$ cat src/rtl/bnn_seq_layer.sv
// bnn_seq_layer: time-multiplexed binarized fully-connected layer.
// Each neuron's XNOR-popcount is accumulated CHUNK bits per cycle from a weight
// ROM with one cycle of read latency, then thresholded according to the neuron's
// two-bit sign mode.
// Optional feature macro: BNN_POPCNT_TAP_EN adds a registered per-neuron popcount tap.
module bnn_seq_layer #(
    parameter int IN_BITS     = 288,
    parameter int OUT_NEURONS = 64,
    parameter int CHUNK       = 32,
    parameter int THR_W       = 10,
    localparam int ACC_W      = $clog2(IN_BITS + 1),
    localparam int NCH        = IN_BITS / CHUNK,
    localparam int AW         = (OUT_NEURONS * NCH > 1) ? $clog2(OUT_NEURONS * NCH) : 1
) (
    input  logic                           clk_i,
    input  logic                           rst_ni,
    input  logic                           in_valid_i,
    output logic                           in_ready_o,
    input  logic [IN_BITS-1:0]             layer_i,
    output logic [AW-1:0]                  w_addr_o,
    input  logic [CHUNK-1:0]               w_data_i,
    input  logic [OUT_NEURONS*THR_W-1:0]   thr_i,
    input  logic [OUT_NEURONS*2-1:0]       sign_i,
    output logic                           out_valid_o,
    input  logic                           out_ready_i,
`ifdef BNN_POPCNT_TAP_EN
    output logic [ACC_W-1:0]               popcnt_o,
    output logic                           popcnt_valid_o,
`endif
    output logic [OUT_NEURONS-1:0]         layer_o
);

    localparam int NW = (OUT_NEURONS > 1) ? $clog2(OUT_NEURONS) : 1;
    localparam int CW = (NCH > 1) ? $clog2(NCH) : 1;

    typedef enum logic [1:0] {IDLE, RUN, DRAIN, DONE} state_t;

    state_t                   state_q, state_d;
    logic                     ready_q, ready_d;
    logic                     valid_q, valid_d;
    logic [IN_BITS-1:0]       layer_q, layer_d;
    logic [NW-1:0]            n_q, n_d;
    logic [CW-1:0]            c_q, c_d;
    logic [AW-1:0]            addr_q, addr_d;
    logic                     rd_vld_q, rd_vld_d;
    logic [NW-1:0]            rd_n_q, rd_n_d;
    logic [CW-1:0]            rd_c_q, rd_c_d;
    logic [ACC_W-1:0]         acc_q, acc_d;
    logic [OUT_NEURONS-1:0]   out_q, out_d;
    logic [ACC_W-1:0]         pcnt_q, pcnt_d;
    logic                     pvld_q, pvld_d;

    logic [CHUNK-1:0]         chunk;
    logic [ACC_W-1:0]         pc;
    logic [ACC_W-1:0]         tot;
    logic [THR_W-1:0]         thr;
    logic [1:0]               mode;
    logic                     last_issue;

    // Control: state sequencing, address issue and the read-pipeline tags
    always_comb begin
        state_d    = state_q;
        layer_d    = layer_q;
        n_d        = n_q;
        c_d        = c_q;
        addr_d     = addr_q;
        rd_vld_d   = 1'b0;
        rd_n_d     = rd_n_q;
        rd_c_d     = rd_c_q;
        last_issue = (n_q == NW'(OUT_NEURONS - 1)) && (c_q == CW'(NCH - 1));
        case (state_q)
            IDLE: begin
                if (in_valid_i && ready_q) begin
                    state_d = RUN;
                    layer_d = layer_i;
                    n_d     = '0;
                    c_d     = '0;
                    addr_d  = '0;
                end
            end
            RUN: begin
                rd_vld_d = 1'b1;
                rd_n_d   = n_q;
                rd_c_d   = c_q;
                if (last_issue) begin
                    state_d = DRAIN;
                end else begin
                    addr_d = addr_q + AW'(1);
                    if (c_q == CW'(NCH - 1)) begin
                        c_d = '0;
                        n_d = n_q + NW'(1);
                    end else begin
                        c_d = c_q + CW'(1);
                    end
                end
            end
            DRAIN: state_d = DONE;
            DONE: begin
                if (valid_q && out_ready_i) begin
                    state_d = IDLE;
                end
            end
            default: state_d = IDLE;
        endcase
        ready_d = (state_d == IDLE);
        valid_d = (state_q == DONE) && !(valid_q && out_ready_i);
    end

    // Datapath: XNOR-popcount of the returning ROM word, accumulate, threshold on the last chunk
    always_comb begin
        acc_d  = acc_q;
        out_d  = out_q;
        pcnt_d = pcnt_q;
        pvld_d = 1'b0;
        chunk  = layer_q[int'(rd_c_q)*CHUNK +: CHUNK];
        pc     = '0;
        for (int i = 0; i < CHUNK; i++) begin
            pc = pc + ACC_W'(~(chunk[i] ^ w_data_i[i]));
        end
        tot  = (rd_c_q == '0) ? pc : acc_q + pc;
        thr  = thr_i[int'(rd_n_q)*THR_W +: THR_W];
        mode = sign_i[int'(rd_n_q)*2 +: 2];
        if (rd_vld_q) begin
            acc_d = tot;
            if (rd_c_q == CW'(NCH - 1)) begin
                case (mode)
                    2'b01:   out_d[rd_n_q] = (THR_W'(tot) >= thr);
                    2'b10:   out_d[rd_n_q] = (THR_W'(tot) < thr);
                    2'b00:   out_d[rd_n_q] = 1'b0;
                    default: out_d[rd_n_q] = 1'b1;
                endcase
                pcnt_d = tot;
                pvld_d = 1'b1;
            end
        end
    end

    // State and datapath registers, all cleared by the asynchronous reset
    always_ff @(posedge clk_i or negedge rst_ni) begin
        if (!rst_ni) begin
            state_q  <= IDLE;
            ready_q  <= 1'b0;
            valid_q  <= 1'b0;
            layer_q  <= '0;
            n_q      <= '0;
            c_q      <= '0;
            addr_q   <= '0;
            rd_vld_q <= 1'b0;
            rd_n_q   <= '0;
            rd_c_q   <= '0;
            acc_q    <= '0;
            out_q    <= '0;
            pcnt_q   <= '0;
            pvld_q   <= 1'b0;
        end else begin
            state_q  <= state_d;
            ready_q  <= ready_d;
            valid_q  <= valid_d;
            layer_q  <= layer_d;
            n_q      <= n_d;
            c_q      <= c_d;
            addr_q   <= addr_d;
            rd_vld_q <= rd_vld_d;
            rd_n_q   <= rd_n_d;
            rd_c_q   <= rd_c_d;
            acc_q    <= acc_d;
            out_q    <= out_d;
            pcnt_q   <= pcnt_d;
            pvld_q   <= pvld_d;
        end
    end

    assign in_ready_o  = ready_q;
    assign out_valid_o = valid_q;
    assign w_addr_o    = addr_q;
    assign layer_o     = out_q;

`ifdef BNN_POPCNT_TAP_EN
    assign popcnt_o       = pcnt_q;
    assign popcnt_valid_o = pvld_q;
`else
    logic unused_tap;
    assign unused_tap = ^{pcnt_q, pvld_q};
`endif

endmodule

$ cat config.mk
export PLATFORM = sky130hd
export DESIGN_NAME = bnn_seq_layer
export DESIGN_NICKNAME = d
export VERILOG_FILES = /design/src/rtl/bnn_seq_layer.sv
export SDC_FILE = /design/constraint.sdc
export NUM_CORES = 1
export LEC_CHECK = 0
export CORE_AREA = 4 4 456 458
export DETAILED_ROUTE_END_ITERATION = 6
export DIE_AREA = 0 0 460 462
export PLACE_DENSITY = 0.38
export RECOVER_POWER = 50
export SYNTH_ARGS = -nofsm -noshare
export SYNTH_HDL_FRONTEND = slang
export SYNTH_SLANG_ARGS = --single-unit
$ cat constraint.sdc
create_clock -name clk_i -period 11.3 [get_ports clk_i]
set_input_delay 1.695 -clock clk_i [delete_from_list [all_inputs] [get_ports clk_i]]
set_output_delay 1.695 -clock clk_i [all_outputs]
set_load 0.01 [all_outputs]
==> flow_summary.json, run 1 <==
{
  "yosysWarnings": 0,
  "syn_inst": 2742,
  "hold_depth": 2,
  "initial_core_util_pct": 12.1,
  "htree_levels": 2,
  "cap_violations": 6,
  "netlist-cell-type-count": 79,
  "antenna_found_initial": 103,
  "num_vias": 26601,
  "hold_end": "layer_q[152]",
  "drv_slew": 466,
  "n_fill_cell": 22646,
  "hold_viol": 0,
  "dp_hpwl_um": 163000,
  "ant_nets": 0,
  "syn_avg_cell_area_um2": 8.98,
  "arrival_ns": 11.10,
  "dr.pass1.iters": 7,
  "cts_resized": 0,
  "period_needed_ns": 10.63,
  "synth_nets": 3885,
  "viasPerCell": 4.04,
  "ios": 1168,
  "grt_pass1_vias": 28138,
  "worstHoldPathType": "reg2reg",
  "grt_usage_pct": 17.7,
  "cp_slowest_cell": "o2111a_4",
  "cts_root_buf": "clkbuf_16",
  "clock-sinks": 396,
  "cp_common_cell": "fa_1",
  "cts_made_buffers": 54,
  "async_flop_share_pct": 100,
  "clock_path_buffers": 3,
  "die_width_um": 460,
  "portBuffers": 1167,
  "seq_area_um2": 9920,
  "syn-cell-area_um2": 24600,
  "wl_per_cell_um": 30.1,
  "cts_tree": "built",
  "clk_latency_ns": 0.68,
  "post-route-period-util_pct": 94.0,
  "drc_errors": 0,
  "grt_max_degree": 173,
  "grt_setup_unrepaired": "no",
  "critPathLaunchType": "flop",
  "failed_checks": "capacitance limit, slew limit",
  "yosysSeqAreaShare_pct": 40.2,
  "synthFlopType": "dfrtp_1",
  "setup_tns_ns": 0,
  "path_clk_slew_ns": 0.06,
  "slowest_delay_ns": 0.99,
  "required_ns": 11.77,
  "multi_input_area_um2": 13600,
  "globalplace.congestion": 0.847,
  "max_slew_margin_pct": -308,
  "drive_gt1_share_pct": 9.33,
  "hp-start": "layer_q[152]",
  "grt_pass1_wl_um": 258000,
  "worst-slew-pin-transition_ns": 6.12,
  "regToRegEndpoint": "layer_o[0]",
  "finalClockSkew_ns": 0.0570,
  "rows": 166,
  "max_freq_mhz": 94.1,
  "critical_path_class": "reg2reg",
  "die_h_um": 462,
  "syn_to_final_growth_pct": 67.3,
  "ys_seq_elements": 396,
  "r2r_setup_slack_ns": 0.67,
  "synth_edf_count": 0,
  "reg2regPathDepth": 31,
  "first_iter_violations": 1616,
  "core_area_um2": 204000,
  "timing.rr.start": "rd_c_q[0]",
  "routed_wl_um": 198000,
  "hold_buffers": 0,
  "overflow": 0,
  "crit_path_end_kind": "flop",
  "status": "complete, but fails checks",
  "post_cts_buffers": 0,
  "critPathMaxFanout": 64,
  "dieArea_um2": 213000,
  "setup_viol": 0,
  "finalNetCount": 4962
}
==> worst max path at each step <==
stage	endpoint	startpoint	slack, ns	depth (start not counted)
after global placement	layer_o[0]	rd_c_q[0]	0.71	31
after global routing	layer_o[0]	rd_c_q[0]	0.003	31
after detailed placement	layer_o[0]	rd_c_q[0]	0.61	31
final	layer_o[0]	rd_c_q[0]	0.67	31
after CTS	layer_o[0]	rd_c_q[0]	0.56	31
after floorplan	layer_o[10]	rd_c_q[0]	2.45	34
==> layout make-up <==
cell class                      count  area share, %
Sequential cell                   396           24.1
Clock inverter                     20          0.659
Antenna cell                       38          0.231
Tap cell                         2688           8.16
Inverter                           44          0.401
Multi-Input combinational cell   2082           33.0
Clock buffer                       76           3.70
Timing Repair Buffer             1241           29.7
==> metrics by stage <==
step                util (%)  hold slack [ns]  area, µm²  worst slack [ns]  instances
finish                  20.2            0.469      41200             0.674       6585
global route            20.2            0.480      41200           0.00255       6580
CTS                     20.2            0.474      41200             0.558       6547
detailed placement      19.3            0.460      39400             0.613       6451
global placement        19.3            0.453      39400             0.706       6451
floorplan                  -            0.440      24600              2.45       2742
==> kinds of logic after synthesis <==
family | after synthesis | synth area share [%]
flops | 396 | 40.2
mux | 151 | 10.3
buf+inv | 264 | 5.04
compound gates | 574 | 18.0
xor+xnor | 53 | 1.89
simple gates | 1253 | 21.2
fa+ha+maj | 51 | 3.35
==> per-layer routing <==
layer / routed length [µm] / up-vias / GRT usage (%)
met1: 72000 / 13207 / 18.9
li1: - / 11969 / -
met5: 358 / - / 0
met2: 104000 / 1081 / 33.2
met3: 12800 / 288 / 4.35
met4: 8530 / 56 / 7.19
==> synthesized netlist by cell type (all sizes together), types with 3 or more instances <==
library cell  count  share of area [%]
a211oi            5               0.15
a21o              3              0.091
a21oi            36               0.73
a221o             3               0.12
a221oi           38                1.4
a22o             43                1.5
a22oi           202                6.2
a31oi            45                1.1
and2              5               0.13
and3              9               0.25
and3b             3               0.11
and4              5               0.18
buf              98                2.5
clkbuf          122                1.9
dfrtp           396                 40
fa               25                2.0
ha               26                1.3
inv              44               0.67
mux2             22                1.0
mux2i            50                2.0
mux4             79                7.2
nand2          1010                 15
nand2b            7               0.19
nand3            73                1.5
nand3b            6               0.26
nand4            36               0.91
nor2             41               0.63
nor2b            10               0.25
nor3              8               0.16
nor3b             4               0.14
nor4             17               0.46
o2111a            3               0.14
o211ai            3              0.091
o21ai            55                1.1
o221ai            6               0.24
o22ai            50                1.3
o31ai            67                3.3
or2               3              0.076
or3               5               0.13
or3b              5               0.18
xnor2            15               0.53
xor2             38                1.4
==> worst max-delay path, delay by kind of cell, from the launching register on <==
| kind | cells | cell delay [ns] |
|---|---|---|
| muxes | 3 | 1.08 |
| buffers and inverters | 4 | 0.56 |
| DFF | 1 | 0.95 |
| AOI/OAI and AO/OA | 11 | 2.79 |
| and+or+nand+nor | 1 | 0.22 |
| adders and majority gates | 10 | 4.29 |
| xor gates and xnor gates | 2 | 0.34 |
==> cells in the final DEF (no fill, tap or decap), drive strengths merged, types with 46 or more instances in the layout <==
master	n
clkdlybuf4s50	1098
nand2	1010
dfrtp	396
a22oi	202
clkbuf	82
mux4	79
nand3	73
buf	69
dlygate4sd3	68
o31ai	67
o21ai	55
mux2i	50
o22ai	50
inv	46
==> flip-flops by register name, summed over array words and instances, names as in the netlist, 2 cells and up <==
| signal | flops |
|---|---|
| layer_q | 288 |
| layer_o | 64 |
| w_addr_o | 10 |
| acc_q | 9 |
| n_q | 6 |
| rd_n_q | 6 |
| c_q | 4 |
| rd_c_q | 4 |
| state_q | 2 |
Power of run 1 is not shown: default switching activity piles up to over one toggle a cycle in this logic, so the estimate is an artifact.
==> inputs of run 2 (changes only) <==
- CAP_MARGIN: default -> 20
==> run 2 against run 1 <==
- flip-flop and latch count unchanged
- die area unchanged
- via count about the same
- global-route usage about the same
- setup slack worse by 0.11 ns
- cell area up 0.11%
- routed wire length down 0.11%
- the run still ends with capacitance limit, slew limit left
- first-iteration DRC count up 2.7%
- hold slack worse by 0.00057 ns
==> flow_summary.json, run 2 (synthesis gave the netlist of run 1 again) <==
{
  "max_slew_margin_pct": -304,
  "cts_root_buf": "clkbuf_16",
  "status": "complete, but fails checks",
  "grt_usage_pct": 17.7,
  "post-route-period-util_pct": 95.0,
  "grt_pass1_wl_um": 258000,
  "cap_violations": 6,
  "failed_checks": "capacitance limit, slew limit",
  "cp_slowest_cell": "o2111a_4",
  "cp_common_cell": "fa_1",
  "reg2regPathDepth": 31,
  "arrival_ns": 11.21,
  "startpoint": "rd_c_q[0]",
  "required_ns": 11.77,
  "rows": 166,
  "hold_viol": 0,
  "overflow": 0,
  "cts_resized": 0,
  "worstHoldPathType": "reg2reg",
  "portBuffers": 1167,
  "cts_made_buffers": 55,
  "final_cell_mix": "clkdlybuf4s50_1 (1164), nand2_1 (1009), dfrtp_1 (390), a22oi_1 (202), mux4_2 (78)",
  "critPathLaunchType": "flop",
  "r2r_setup_slack_ns": 0.57,
  "first_iter_violations": 1660,
  "grt_max_degree": 173,
  "wl_per_cell_um": 30.0,
  "clk_latency_ns": 0.66,
  "globalplace.congestion": 0.847,
  "finalClockSkew_ns": 0.0246,
  "finalNetCount": 4965,
  "die_width_um": 460,
  "num_vias": 26600,
  "antenna_found_initial": 102,
  "period_needed_ns": 10.73,
  "clock-sinks": 396,
  "layout_commonest_cell": "clkdlybuf4s50_1",
  "max_freq_mhz": 93.2,
  "regToRegEndpoint": "layer_o[0]",
  "grt_pass1_vias": 27790,
  "drc_errors": 0,
  "n_fill_cell": 22719,
  "clock_path_buffers": 3,
  "worst-slew-pin-transition_ns": 6.06,
  "setup_tns_ns": 0,
  "dr.pass1.iters": 5,
  "slowest_delay_ns": 0.99,
  "ios": 1168,
  "largest_register_ffs": 288,
  "post_cts_buffers": 0,
  "drv_slew": 466,
  "viasPerCell": 4.04,
  "dp_hpwl_um": 163000,
  "crit_path_end": "layer_o[0]",
  "setup_viol": 0,
  "die_h_um": 462,
  "core_area_um2": 204000,
  "fin_util_pct": 20.2,
  "drive_gt1_share_pct": 9.46,
  "syn_to_final_growth_pct": 67.5,
  "path_clk_slew_ns": 0.06,
  "regMostFlops": "layer_q",
  "hold_buffers": 0,
  "routed_wl_um": 198000,
  "grt_setup_unrepaired": "no",
  "dieArea_um2": 213000,
  "critPathMaxFanout": 64,
  "htree_levels": 2,
  "cts_tree": "built",
  "crit_path_end_kind": "flop",
  "initial_core_util_pct": 12.1,
  "critical_path_class": "reg2reg",
  "timing.rr.start": "rd_c_q[0]",
  "ant_nets": 0
}
[run 2: changes by cell type in the layout (fill, tap and decap cells not counted), moves of 2 or more]
| cell | change |
|---|---|
| clkbuf_1 | -4 |
| clkdlybuf4s50_1 | +66 |
| clkinv_2 | +3 |
| dlygate4sd3_1 | -66 |
| clkbuf_8 | +4 |
| diode_2 | +5 |
| clkinv_4 | -2 |
[run 2: metrics by stage]
stage                     hold slack [ns]  cell area [µm²]  setup WS (ns)  std cells
after detailed placement            0.460            39400          0.613       6452
after CTS                           0.474            41200          0.596       6547
final                               0.468            41200          0.566       6591
after floorplan                     0.440            24600           2.45       2742
after global placement              0.453            39400          0.706       6451
after global routing                0.481            41200          0.145       6579
[run 2: worst min path at each step]
stage | slack, ns | start | end | cells after the start
after floorplan | 0.44 | layer_q[192] | layer_q[192] | 2
after CTS | 0.47 | layer_q[106] | layer_q[106] | 2
after global routing | 0.48 | layer_q[192] | layer_q[192] | 2
final | 0.47 | layer_q[247] | layer_q[247] | 2
after global placement | 0.45 | layer_q[253] | layer_q[253] | 2
after detailed placement | 0.46 | layer_q[106] | layer_q[106] | 2
[run 2: final cells by class]
class                      instances  area [µm²]  share of cell area (%)
timing repair buffer            1243       12300                    29.7
inverter                          44         165                   0.400
antenna                           43         108                   0.261
clock buffer                      76        1590                    3.84
sequential                       396        9920                    24.1
multi-input combinational       2082       13600                    33.0
clock inverter                    19         230                   0.558
tap                             2688        3360                    8.15
[run 2: metal layers]
| layer | wire length, µm | track usage [%] | up-vias | share of wire, % |
|---|---|---|---|---|
| met5 | 391 | 0 | - | 0.20 |
| met4 | 7930 | 7.57 | 58 | 4.0 |
| met3 | 13200 | 4.52 | 277 | 6.6 |
| met2 | 105000 | 32.9 | 1089 | 53 |
| met1 | 71600 | 19.0 | 13186 | 36 |
| li1 | - | - | 11990 | - |
[run 2: worst max-delay path: cells and delay by family (launching register included)]
family | cells | cell delay [ns]
xor gates and xnor gates | 2 | 0.35
buffers and inverters | 4 | 0.58
AOI/OAI and AO/OA | 11 | 2.83
and+or+nand+nor | 1 | 0.22
adders and majority gates | 10 | 4.31
DFF | 1 | 0.95
muxes | 3 | 1.16
Power of run 2 is left out for the same reason.
==> RTL edit, RTL diff (settings of run 2) <==
Reset style: synchronous (`rst_ni`), changed in one clocked block. Comments in the files are not updated.
--- a/src/rtl/bnn_seq_layer.sv
+++ b/src/rtl/bnn_seq_layer.sv
@@ -137,5 +137,5 @@
 
     // State and datapath registers, all cleared by the asynchronous reset
-    always_ff @(posedge clk_i or negedge rst_ni) begin
+    always_ff @(posedge clk_i) begin
         if (!rst_ni) begin
             state_q  <= IDLE;
Behaviour: differs if rst_ni is asserted again (counterexample within 4 cycles, from zero or initial values and one cycle with rst_ni low); with rst_ni held inactive, the same outputs for 4 cycles.
==> RTL edit against run 2 <==
  * The run still ends with max-capacitance violations, max-slew violations left
  * Wire length up 4.5%
  * Sequential cell count stayed put
  * Final area shrank 3.3%
  * First-iteration DRC count increased by 4.0%
  * Setup slack better by 0.63 ns
  * Maximum frequency up 6.2%
  * Global-route usage increased by 0.68 points
  * Core utilization fell by 0.68 points
  * Highest routed layer unchanged
  * Sequential share of layout area is 4.1 points lower
  * Final cell count is 0.41% higher
  * Area after synthesis shrank 5.7%
Power is left out: it rests on default switching activity, and per cell area and clock period it moved more than threefold.
==> RTL edit: results (changes against run 2) <==
critical path's slowest cell=dfxtp_4 (was o2111a_4); max-cap violations=4 (was 6); Detailed Route Iter0 Violations=1726 (was 1660); pin count of the biggest net entering global routing=192 (was 173); cells on worst reg2reg path=32 (was 31); failing checks=max-capacitance violations, max-slew violations (unchanged); Critical Path End=layer_o[19] (was layer_o[0]); fill cell count=22800 (was 22700); clock edge transition at the registers on the reported setup and hold paths=0.06 ns (about the same); layout cell share with drive strength beyond 1=0.0822 (was 0.0946); syn nets=3955 (was 3885); GRT Util Overall=0.184 (was 0.177); DR vias=27300 (was 26600); Worst R2R Start=rd_c_q[0] (unchanged); outcome=complete, but fails checks (unchanged); crit-path max cell delay=0.81 ns (was 0.99 ns); fin crit period=10.11 ns (was 10.73 ns); placed inst area=37900 um^2 (was 39400 um^2); HP Class=register to register (unchanged); Yosys cell types=74 (was 79); WP data arrival=10.52 ns (was 11.21 ns); Worst-Margin Slew=4.21 ns (was 6.06 ns); first-pass GRT wire length=264000 um (was 258000 um); CTS buffer count=53 (was 55); Final HPWL DP=172000 um (was 163000 um); Port Buf Inserts=1167 (unchanged); Final Slew Violations=439 (was 466); initial antenna violation count=131 (was 102); ys async rst share=0 (was 1.00); Root Driver=clkbuf_16 (unchanged); largest cells by area after synthesis=dfxtp_1, nand2_1, a21oi_1, mux4_2, a22oi_1 (was dfrtp_1, nand2_1, mux4_2, a22oi_1, o31ai_2); Placer Congestion=0.850 (was 0.847); sequential area share after synthesis=0.341 (was 0.402); internal reg-to-reg setup slack=1.19 ns (was 0.57 ns); Biggest register=layer_q (unchanged); Nets=4994 (was 4965); DRT Pass-1 Iters=5 (unchanged); crit-path max FO=51 (was 64); vias in the first global route=27800 (about the same); worst slack, placed=1.02 ns (was 0.613 ns); Synth Flop Type=dfxtp_1 (was dfrtp_1); Synth top cells by count=nand2_1, a21oi_1, dfxtp_1 (was nand2_1, dfrtp_1, a22oi_1)
-- RTL edit: worst min path at each step --
stage                  from           end  slack, ns  cells past startpoint
4_1_cts        layer_q[214]  layer_q[214]       0.45                      2
5_1_grt        layer_q[227]  layer_q[227]       0.47                      2
3_5_place_dp   layer_q[214]  layer_q[214]       0.45                      2
6_report       layer_q[214]  layer_q[214]       0.45                      2
3_3_place_gp   layer_q[173]  layer_q[173]       0.44                      2
2_1_floorplan  layer_q[192]  layer_q[192]       0.43                      2
-- RTL edit: per-stage QoR --
stage	hold slack, ns	instances
2_1_floorplan	0.433	2812
3_3_place_gp	0.440	6481
3_5_place_dp	0.446	6482
4_1_cts	0.454	6577
5_1_grt	0.470	6608
6_report	0.450	6618
-- RTL edit: layout make-up --
cell class	count	area (um^2)	share of cell area
Clock buffer	73	1530	0.0385
Clock inverter	22	324	0.00813
Timing Repair Buffer	1248	12300	0.309
Multi-Input combinational cell	2108	14100	0.354
Tap cell	2688	3360	0.0844
Inverter	44	166	0.00417
Sequential cell	396	7950	0.199
Antenna cell	39	97.6	0.00245
-- RTL edit: cell families after synthesis --
logic type	share of synthesized area
compound gates	0.255
simple gates	0.162
flops	0.341
buf+inv	0.0553
mux	0.131
xor+xnor	0.0200
fa+ha+maj	0.0356
-- RTL edit: critical path: cells and delay by family (launching register included) --
family / cells / cell delay [ns]
flip-flops: 1 / 0.81
AND/OR/NAND/NOR: 1 / 0.19
buffers and inverters: 6 / 0.92
multiplexers: 2 / 0.82
adder cells (fa/ha/maj): 10 / 4.20
XOR/XNOR: 2 / 0.27
AO/OA/AOI/OAI: 11 / 2.46
-- RTL edit: metal layers --
layer  vias to the layer above  GRT usage  part of all wire
li1                      12400          -                 -
met1                     13300      0.194              0.36
met2                      1211      0.359              0.55
met3                       308     0.0388             0.057
met4                        40     0.0621             0.031
met5                         -          0            0.0013
